--- config.mk ---
export PLATFORM = sky130hd
export DESIGN_NAME = decade_count_ctrl
export DESIGN_NICKNAME = d
export VERILOG_FILES = /design/src/rtl/decade_count_pkg.sv /design/src/rtl/decade_count_ctrl_bcd_digit.sv /design/src/rtl/decade_count_ctrl.sv
export SDC_FILE = /design/constraint.sdc
export NUM_CORES = 1
export LEC_CHECK = 0
export ABC_AREA = 0
export CAP_MARGIN = 15
export CORE_UTILIZATION = 45
export CTS_CLUSTER_DIAMETER = 120
export CTS_CLUSTER_SIZE = 8
export DETAILED_ROUTE_END_ITERATION = 16
export PLACE_DENSITY_LB_ADDON = 0.25
export SKIP_LAST_GASP = 1
export SYNTH_ARGS = -nofsm -noshare
export SYNTH_HDL_FRONTEND = slang
export SYNTH_SLANG_ARGS = --single-unit
--- constraint.sdc ---
create_clock -name clk -period 2.9 [get_ports clk]
set_input_delay 0.725 -clock clk [delete_from_list [all_inputs] [get_ports clk]]
set_output_delay 0.725 -clock clk [all_outputs]
set_load 0.03 [all_outputs]
--- src/rtl/decade_count_pkg.sv ---
// Shared encodings for the decade counter controller: command opcodes,
// controller states and BCD digit constants.
package decade_count_pkg;

  localparam int DIGIT_W = 4;
  localparam logic [DIGIT_W-1:0] DIGIT_NINE = 4'd9;

  typedef enum logic [1:0] {
    OP_START = 2'b00,
    OP_STOP  = 2'b01,
    OP_CLEAR = 2'b10,
    OP_LOAD  = 2'b11
  } cmd_op_e;

  typedef enum logic [1:0] {
    ST_IDLE = 2'b00,
    ST_RUN  = 2'b01,
    ST_DONE = 2'b10
  } state_e;

endpackage

--- src/rtl/decade_count_ctrl_bcd_digit.sv ---
// One mod-10 BCD digit. Carry-out is asserted when this digit is enabled
// while holding 9, i.e. exactly when it rolls over to 0.
module bcd_digit
  import decade_count_pkg::*;
(
  input  logic               clk,
  input  logic               reset,
  input  logic               en,
  input  logic               clr,
  output logic [DIGIT_W-1:0] q,
  output logic               carry
);

  assign carry = en && (q == DIGIT_NINE);

  always_ff @(posedge clk) begin
    if (reset || clr) begin
      q <= '0;
    end else if (en) begin
      q <= carry ? '0 : q + 1'b1;
    end
  end

endmodule

--- src/rtl/decade_count_ctrl.sv ---
// Command-driven controller for a cascade of BCD digits: start/stop/clear/
// load over valid/ready, counts qualified ticks, flags target match and wrap.
module decade_count_ctrl
  import decade_count_pkg::*;
#(
  parameter int DIGITS = 3
) (
  input  logic                      clk,
  input  logic                      reset,
  input  logic                      cmd_valid,
  input  logic [1:0]                cmd_op,
  input  logic [DIGIT_W*DIGITS-1:0] cmd_data,
  output logic                      cmd_ready,
  input  logic                      tick,
  output logic [DIGIT_W*DIGITS-1:0] q,
  output logic                      busy,
  output logic                      done,
  output logic                      wrap
);

  localparam int QW = DIGIT_W * DIGITS;

  state_e          state;
  logic [QW-1:0]   target;
  logic [QW-1:0]   next_q;
  logic [DIGITS:0] chain;
  logic            accept;
  logic            inc;
  logic            clr_cnt;

  function automatic logic [QW-1:0] sat_bcd(input logic [QW-1:0] d);
    logic [QW-1:0] r;
    r = d;
    for (int i = 0; i < DIGITS; i++) begin
      if (d[DIGIT_W*i +: DIGIT_W] > DIGIT_NINE) r[DIGIT_W*i +: DIGIT_W] = DIGIT_NINE;
    end
    return r;
  endfunction

  function automatic logic [DIGIT_W-1:0] digit_step(input logic [DIGIT_W-1:0] d,
                                                    input logic en);
    if (!en) return d;
    return (d == DIGIT_NINE) ? '0 : d + 1'b1;
  endfunction

  // START/LOAD stall while running so the count cannot be disturbed mid-run.
  assign cmd_ready = (state != ST_RUN) || (cmd_op == OP_STOP) || (cmd_op == OP_CLEAR);
  assign accept    = cmd_valid && cmd_ready;
  assign inc       = (state == ST_RUN) && tick && !accept;
  assign clr_cnt   = accept && ((cmd_op == OP_CLEAR) ||
                                ((cmd_op == OP_START) && (state == ST_DONE)));
  assign chain[0]  = inc;

  for (genvar g = 0; g < DIGITS; g++) begin : g_digit
    bcd_digit u_digit (
      .clk   (clk),
      .reset (reset),
      .en    (chain[g]),
      .clr   (clr_cnt),
      .q     (q[DIGIT_W*g +: DIGIT_W]),
      .carry (chain[g+1])
    );
  end

  // Value the digits will hold after this edge, used for the target compare.
  always_comb begin
    next_q = q;
    for (int i = 0; i < DIGITS; i++) begin
      next_q[DIGIT_W*i +: DIGIT_W] = digit_step(q[DIGIT_W*i +: DIGIT_W], chain[i]);
    end
  end

  always_ff @(posedge clk) begin
    if (reset) begin
      state  <= ST_IDLE;
      target <= {DIGITS{DIGIT_NINE}};
      busy   <= 1'b0;
      done   <= 1'b0;
      wrap   <= 1'b0;
    end else begin
      done <= 1'b0;
      wrap <= 1'b0;
      if (accept) begin
        case (cmd_op)
          OP_START: begin
            state <= ST_RUN;
            busy  <= 1'b1;
          end
          OP_STOP: begin
            state <= ST_IDLE;
            busy  <= 1'b0;
          end
          OP_CLEAR: begin
            if (state == ST_DONE) state <= ST_IDLE;
          end
          default: target <= sat_bcd(cmd_data);
        endcase
      end else if (inc) begin
        wrap <= chain[DIGITS];
        if (next_q == target) begin
          state <= ST_DONE;
          busy  <= 1'b0;
          done  <= 1'b1;
        end
      end
    end
  end

endmodule

Word level (Yosys, flattened, before mapping)
Cells that the tools add are included.
W data, S select, Z words.
{"block": "op_classes", "n_addsub": 3, "n_lt_le_gt_ge": 3, "eq_ne": 12, "mux": 22, "bitwise": 2, "n_reduce_logical": 21}
{"operator": "$mux W4", "count": 12}
{"operator": "$add A4 B1 Y4 const B", "count": 3}
{"operator": "$eq A12 B12 Y1", "count": 1}
{"operator": "$eq A4 B4 Y1 const B", "count": 3}
{"operator": "$gt A4 B4 Y1 const B", "count": 3}
{"operator": "$logic_and A1 B1 Y1", "count": 8}
{"operator": "$mux W2", "count": 4}
{"operator": "$pmux W2 S3", "count": 1}
{"operator": "$reduce_or A3 Y1", "count": 2}
{"operator": "$eq A2 B1 Y1 const B", "count": 2}
{"operator": "$eq A2 B2 Y1 const B", "count": 2}
{"operator": "$logic_or A1 B1 Y1", "count": 4}
{"operator": "$mux W1", "count": 4}
{"operator": "$ne A4 B1 Y1 const B", "count": 1}
{"operator": "$reduce_and A4 Y1", "count": 1}
{"operator": "$reduce_bool A2 Y1", "count": 2}
{"operator": "$ne A3 B1 Y1 const B", "count": 1}
{"operator": "$ne A3 B2 Y1 const B", "count": 1}
{"operator": "$reduce_and A3 Y1", "count": 1}
{"operator": "$logic_not A2 Y1", "count": 1}
{"operator": "$ne A2 B1 Y1 const B", "count": 1}
{"operator": "$not A1 Y1", "count": 2}
{"operator": "$pmux W1 S2", "count": 1}
{"operator": "$reduce_and A2 Y1", "count": 1}
{"operator": "$logic_not A1 Y1", "count": 1}
{"block": "word_totals", "reg_bits": 29, "input_bits": 18, "out_inout_bits": 16, "word_cells": 71}

Depth between registers and ports, before layout
{"block": "logic_depth", "ltp_word": 13, "depth_mapped": 11, "ltp_nobuf": 9}

Modules after synthesis
A second synthesis with hierarchy kept.
{"block": "hier_totals", "hier_cells": 247, "hier_area_um2": 1976.9}
{"mod": "decade_count_ctrl", "instances": 1, "cells_each": 178, "area_each_um2": 1372.6}
{"mod": "bcd_digit", "instances": 3, "cells_each": 23, "area_each_um2": 201.4}

Worst setup path before layout
Ideal clock, no wire load.
{"block": "synth_path", "path_type": "input to register", "from": "input cmd_op[0]", "to": "register busy", "setup_time_ns": 0.127, "t_arrival_ns": 2.965, "slack_ns": -0.192, "cell_stages": 10, "cell_sequence": "inv_1 ha_1 o21a_1 buf_6 nor4_2 mux2i_1 o22ai_1 or4_4 o41ai_2 a21oi_1"}
{"block": "synth_between", "elab_chain_len": 12}
{"item": "start: declaration", "line_no": "decade_count_ctrl.sv:11", "text": "input logic [1:0] cmd_op,"}
{"item": "$eq A2 B1 Y1", "line_no": "decade_count_ctrl.sv:47, decade_count_ctrl.sv:84"}
{"item": "$logic_or A1 B1 Y1 (2 in series)", "line_no": "decade_count_ctrl.sv:47", "text": "assign cmd_ready = (state != ST_RUN) || (cmd_op == OP_STOP) || (cmd_op == OP_CLEAR);"}
{"item": "$logic_and A1 B1 Y1", "line_no": "decade_count_ctrl.sv:48", "text": "assign accept = cmd_valid && cmd_ready;"}
{"item": "$logic_not A1 Y1", "line_no": "decade_count_ctrl.sv:49", "text": "assign inc = (state == ST_RUN) && tick && !accept;"}
{"item": "$logic_and A1 B1 Y1", "line_no": "decade_count_ctrl.sv:49"}
{"item": "$logic_and A1 B1 Y1 (2 in series)", "line_no": "decade_count_ctrl_bcd_digit.sv:14", "text": "assign carry = en && (q == DIGIT_NINE);"}
{"item": "$mux W4", "line_no": "decade_count_ctrl.sv:43", "text": "return (d == DIGIT_NINE) ? '0 : d + 1'b1;"}
{"item": "$eq A12 B12 Y1", "line_no": "decade_count_ctrl.sv:100", "text": "if (next_q == target) begin"}
{"item": "$reduce_bool A2 Y1 (no source line)"}
{"item": "$reduce_and A3 Y1 (no source line)"}
{"item": "end signal: assignment", "line_no": "decade_count_ctrl.sv:77", "text": "busy <= 1'b0;"}
{"item": "end signal: assignment", "line_no": "decade_count_ctrl.sv:91", "text": "busy <= 1'b0;"}
{"item": "end signal: assignment", "line_no": "decade_count_ctrl.sv:102", "text": "busy <= 1'b0;"}
{"item": "end: declaration", "line_no": "decade_count_ctrl.sv:16", "text": "output logic busy,"}
Several ways; a longest one is shown, not always the timed one.
A chain may end at the register's enable or synchronous reset.

Final worst setup path
{"block": "layout_path", "from": "input cmd_op[1]", "to": "register busy"}
Same word-level chain as after synthesis.

==> results.sh <==
export IMPL_dp_slack_ns=-0.7135
export IMPL_nets=385
export IMPL_postCtsHoldBufs=0
export IMPL_crit_buf_inv=3
export IMPL_drv_cap=0
export IMPL_grt_overflow=0
export IMPL_cp_max_fo=5
export IMPL_antenna_left=0
export IMPL_r2r_slack_ns=0.15
export IMPL_htree_levels=2
export IMPL_num_vias=2458
export IMPL_cpPeakStageDelay_ns=0.39
export IMPL_tightestPinTransition_ns=0.4704
export IMPL_rsz0062_at_grt="false"
export IMPL_dieWidth_um=72.13
export IMPL_run_status="finished, final reports clean"
export IMPL_synth_nets=305
export IMPL_grt_pass1_vias=2236
export IMPL_fin_util=0.6787
export IMPL_coreArea_um2=4723
export IMPL_die_h_um=72.13
export IMPL_path_cells="buf_6 > inv_2 > ha_4 > o21a_4 > buf_4 > nor3_4 > mux2i_2 > nand4_1 > or3_4 > o41ai_2 > a21oi_1"
export IMPL_async_reset_ff_frac=0
export IMPL_track_usage=0.2637
export IMPL_drv_slew=0
export IMPL_ys_warn_count=0
export IMPL_start_util=0.4686
export IMPL_drt_total_wl_um=6755
export IMPL_wl_per_cell_um=15.89
export IMPL_hold_start="state[1]$_SDFFE_PP0P_"
export IMPL_dieArea_um2=5203
export IMPL_portBuffers=33
export IMPL_syn_area_um2=2213
export IMPL_grt_max_degree=22
export IMPL_fill_cells=385
export IMPL_period_share=0.9830
export IMPL_syn_inst=277
export IMPL_min_delay_worst_endpoint="state[1]$_SDFFE_PP0P_"
export IMPL_worst_setup_path_end_kind="register"
export IMPL_synth_edf_count=0
export IMPL_gp_congestion=0.9698
export IMPL_drt_iter0_markers=279
export IMPL_drc=0
export IMPL_viasPerCell=5.784
export IMPL_p_total_mw=1.040
export IMPL_cts_clk_slew_worst_paths_ns=0.07
export IMPL_first_pass_iters=5
export IMPL_cp_slowest_cell="or3_4"
export IMPL_antenna_found_initial=0
export IMPL_fin_crit_ns=2.851
export IMPL_clockBufferDepth=2
export IMPL_r2r_cells=9
export IMPL_fin_ws_ns=0.04917
export IMPL_drive_gt1_frac=0.2849
export IMPL_powerDensity_nw_per_um2=324.5
export IMPL_ys_ff_latch=29
export IMPL_ys_flop_type="dfxtp_1"
export IMPL_hpwl_um=4796
export IMPL_slew_headroom=0.6864
export IMPL_worst_skew_pair_late_latency_ns=0.29
export IMPL_yosysSeqAreaShare=0.2623
export IMPL_area_growth_pct=44.83
export IMPL_cp_required_ns=3.07
export IMPL_hp_class="reg -> reg"
export IMPL_cts_buffers=5
export IMPL_holdPathStages=2
export IMPL_startpoint_type="input port"
export IMPL_worstReg2RegEnd="busy$_SDFFE_PP0P_"
export IMPL_leakagePower_nw=1.280
export IMPL_grt_pass1_wl_um=10630
export IMPL_worstSetupPathType="in -> reg"
export IMPL_max_freq_mhz=350.8
export IMPL_ir_drop_mv=0.2820
export IMPL_finalHoldViolCount=0
export IMPL_n_antenna_cell=0
export IMPL_ys_types=63
export IMPL_skew_ns=0.01169
export IMPL_reg2reg_from="g_digit[1].u_digit.q[1]$_SDFFE_PP0N_"
export IMPL_io_pin_count=34
export IMPL_cts_num_sinks=29
export IMPL_worstPathArrival_ns=3.03
export IMPL_syn_mean_instance_area_um2=7.991
export IMPL_cts_root_buf="clkbuf_8"
export IMPL_path_delay_family="simple AND/OR/NAND/NOR gates"
export IMPL_rows=25
export IMPL_setup_viol=0
export IMPL_cts_tree="built"
==> sequential cells by signal, summed over array words and instances, names as in the netlist <==
name	flops
done	1
g_digit.u_digit.q	12
state	2
busy	1
wrap	1
target	12
==> final cells by class <==
type                            instances  area (um^2)  area share
Multi-Input combinational cell        222         1614      0.5035
Timing Repair Buffer                   88        768.2      0.2397
Sequential cell                        29        581.8      0.1815
Clock buffer                            7        86.33     0.02693
Tap cell                               67        83.83     0.02615
Inverter                               11        41.29     0.01288
Clock inverter                          1        30.03    0.009368
==> how the worst max path moves through the flow <==
stage	from	end	slack [ns]	depth (start not counted)
3_5_place_dp	cmd_op[0]	busy$_SDFFE_PP0P_	-0.71	11
3_3_place_gp	cmd_op[0]	state[0]$_SDFFE_PP0P_	-0.64	10
4_1_cts	cmd_op[1]	busy$_SDFFE_PP0P_	-0.02	11
6_report	cmd_op[1]	busy$_SDFFE_PP0P_	0.05	11
5_1_grt	cmd_op[1]	busy$_SDFFE_PP0P_	0.003	11
2_1_floorplan	cmd_op[0]	busy$_SDFFE_PP0P_	0.04	10
==> cell families after synthesis <==
| family | after synthesis | share of synthesized area |
|---|---|---|
| simple gates | 130 | 0.3409 |
| compound gates | 72 | 0.2222 |
| flops | 29 | 0.2623 |
| buf+inv | 26 | 0.07518 |
| fa+ha+maj | 10 | 0.05653 |
| mux | 6 | 0.02714 |
| xor+xnor | 4 | 0.01583 |
==> Yosys cell counts (all sizes together), types with 2 or more instances <==
library cell  count  area share
nand2b            8       0.023
o211ai            3       0.010
nor3              8       0.020
a211o             4       0.016
nor2b             2      0.0057
o22ai             3      0.0085
a21o              3       0.010
nor2             29       0.049
nor3b             8       0.027
clkbuf            8       0.023
ha               10       0.057
and3              4       0.012
and3b             4       0.017
a2111oi           2       0.011
and2              2      0.0057
nand3            14       0.034
nand3b            8       0.027
a2111o            2       0.010
a31oi             3      0.0085
o21a              3       0.010
a21oi            25       0.058
or4               4       0.017
o31ai             2      0.0068
or3               2      0.0062
nand4             4       0.017
buf               6       0.029
dfxtp            29        0.26
nand2            20       0.034
mux2i             6       0.027
nand4b            2      0.0079
o21ai            13       0.034
xnor2             4       0.016
nor4              6       0.020
inv              11       0.019
==> placed cells by master, fill, tap and decap left out, drive strengths merged, types with 3 or more instances in the layout <==
cell type,netlist,routed
buf,6,58
nor2,29,29
dfxtp,29,29
clkdlybuf4s50,0,28
a21oi,25,25
nand2,20,20
nand3,14,14
o21ai,13,13
inv,11,11
ha,10,10
nand3b,8,8
nand2b,8,8
nor3b,8,8
nor3,8,8
clkbuf,8,7
mux2i,6,6
nor4,6,6
a211o,4,4
or4,4,4
and3,4,4
xnor2,4,4
and3b,4,4
nand4,4,4
a21o,3,3
o211ai,3,3
a31oi,3,3
o22ai,3,3
o21a,3,3
==> layer usage <==
| metal | vias to the layer above | GRT usage | part of all wire |
|---|---|---|---|
| li1 | 1174 | - | - |
| met1 | 1172 | 0.3553 | 0.43 |
| met2 | 102 | 0.4258 | 0.48 |
| met3 | 10 | 0.05278 | 0.078 |
| met4 | 0 | 0.07843 | 0.012 |
| met5 | - | 0 | 0 |
==> through the flow <==
stage / TNS, ns / std cells / cell area (um^2) / hold slack [ns]
finish: 0 / 425 / 3206 / 0.5049
CTS: -0.01892 / 419 / 3039 / 0.5050
detailed placement: -2.500 / 400 / 2811 / 0.4966
global placement: -2.230 / 400 / 2811 / 0.4945
global route: 0 / 425 / 3206 / 0.5436
floorplan: 0 / 277 / 2227 / 0.4633
==> worst register-to-register path: stages, from the launching register on <==
cell and delay [ns]:
dfxtp_1 0.31, inv_1 0.10, ha_1 0.22, nand3b_1 0.31, nor4_4 0.35, mux2i_1 0.23
o22ai_1 0.13, or4_4 0.54, o41ai_2 0.35, a21oi_1 0.10
==> timing repair <==
item	CTS	global route
endpoints found under the hold margin	0	0
setup buffers	11	7
gates resized for setup	15	28
endpoints found under the setup margin	4	4
pin swaps	6	15
==> power breakdown <==
part           switching (mW)  internal (mW)
Clock                   0.165          0.280
Sequential             0.0129          0.407
Combinational          0.0873         0.0877
(Power assumes the default switching activity.)
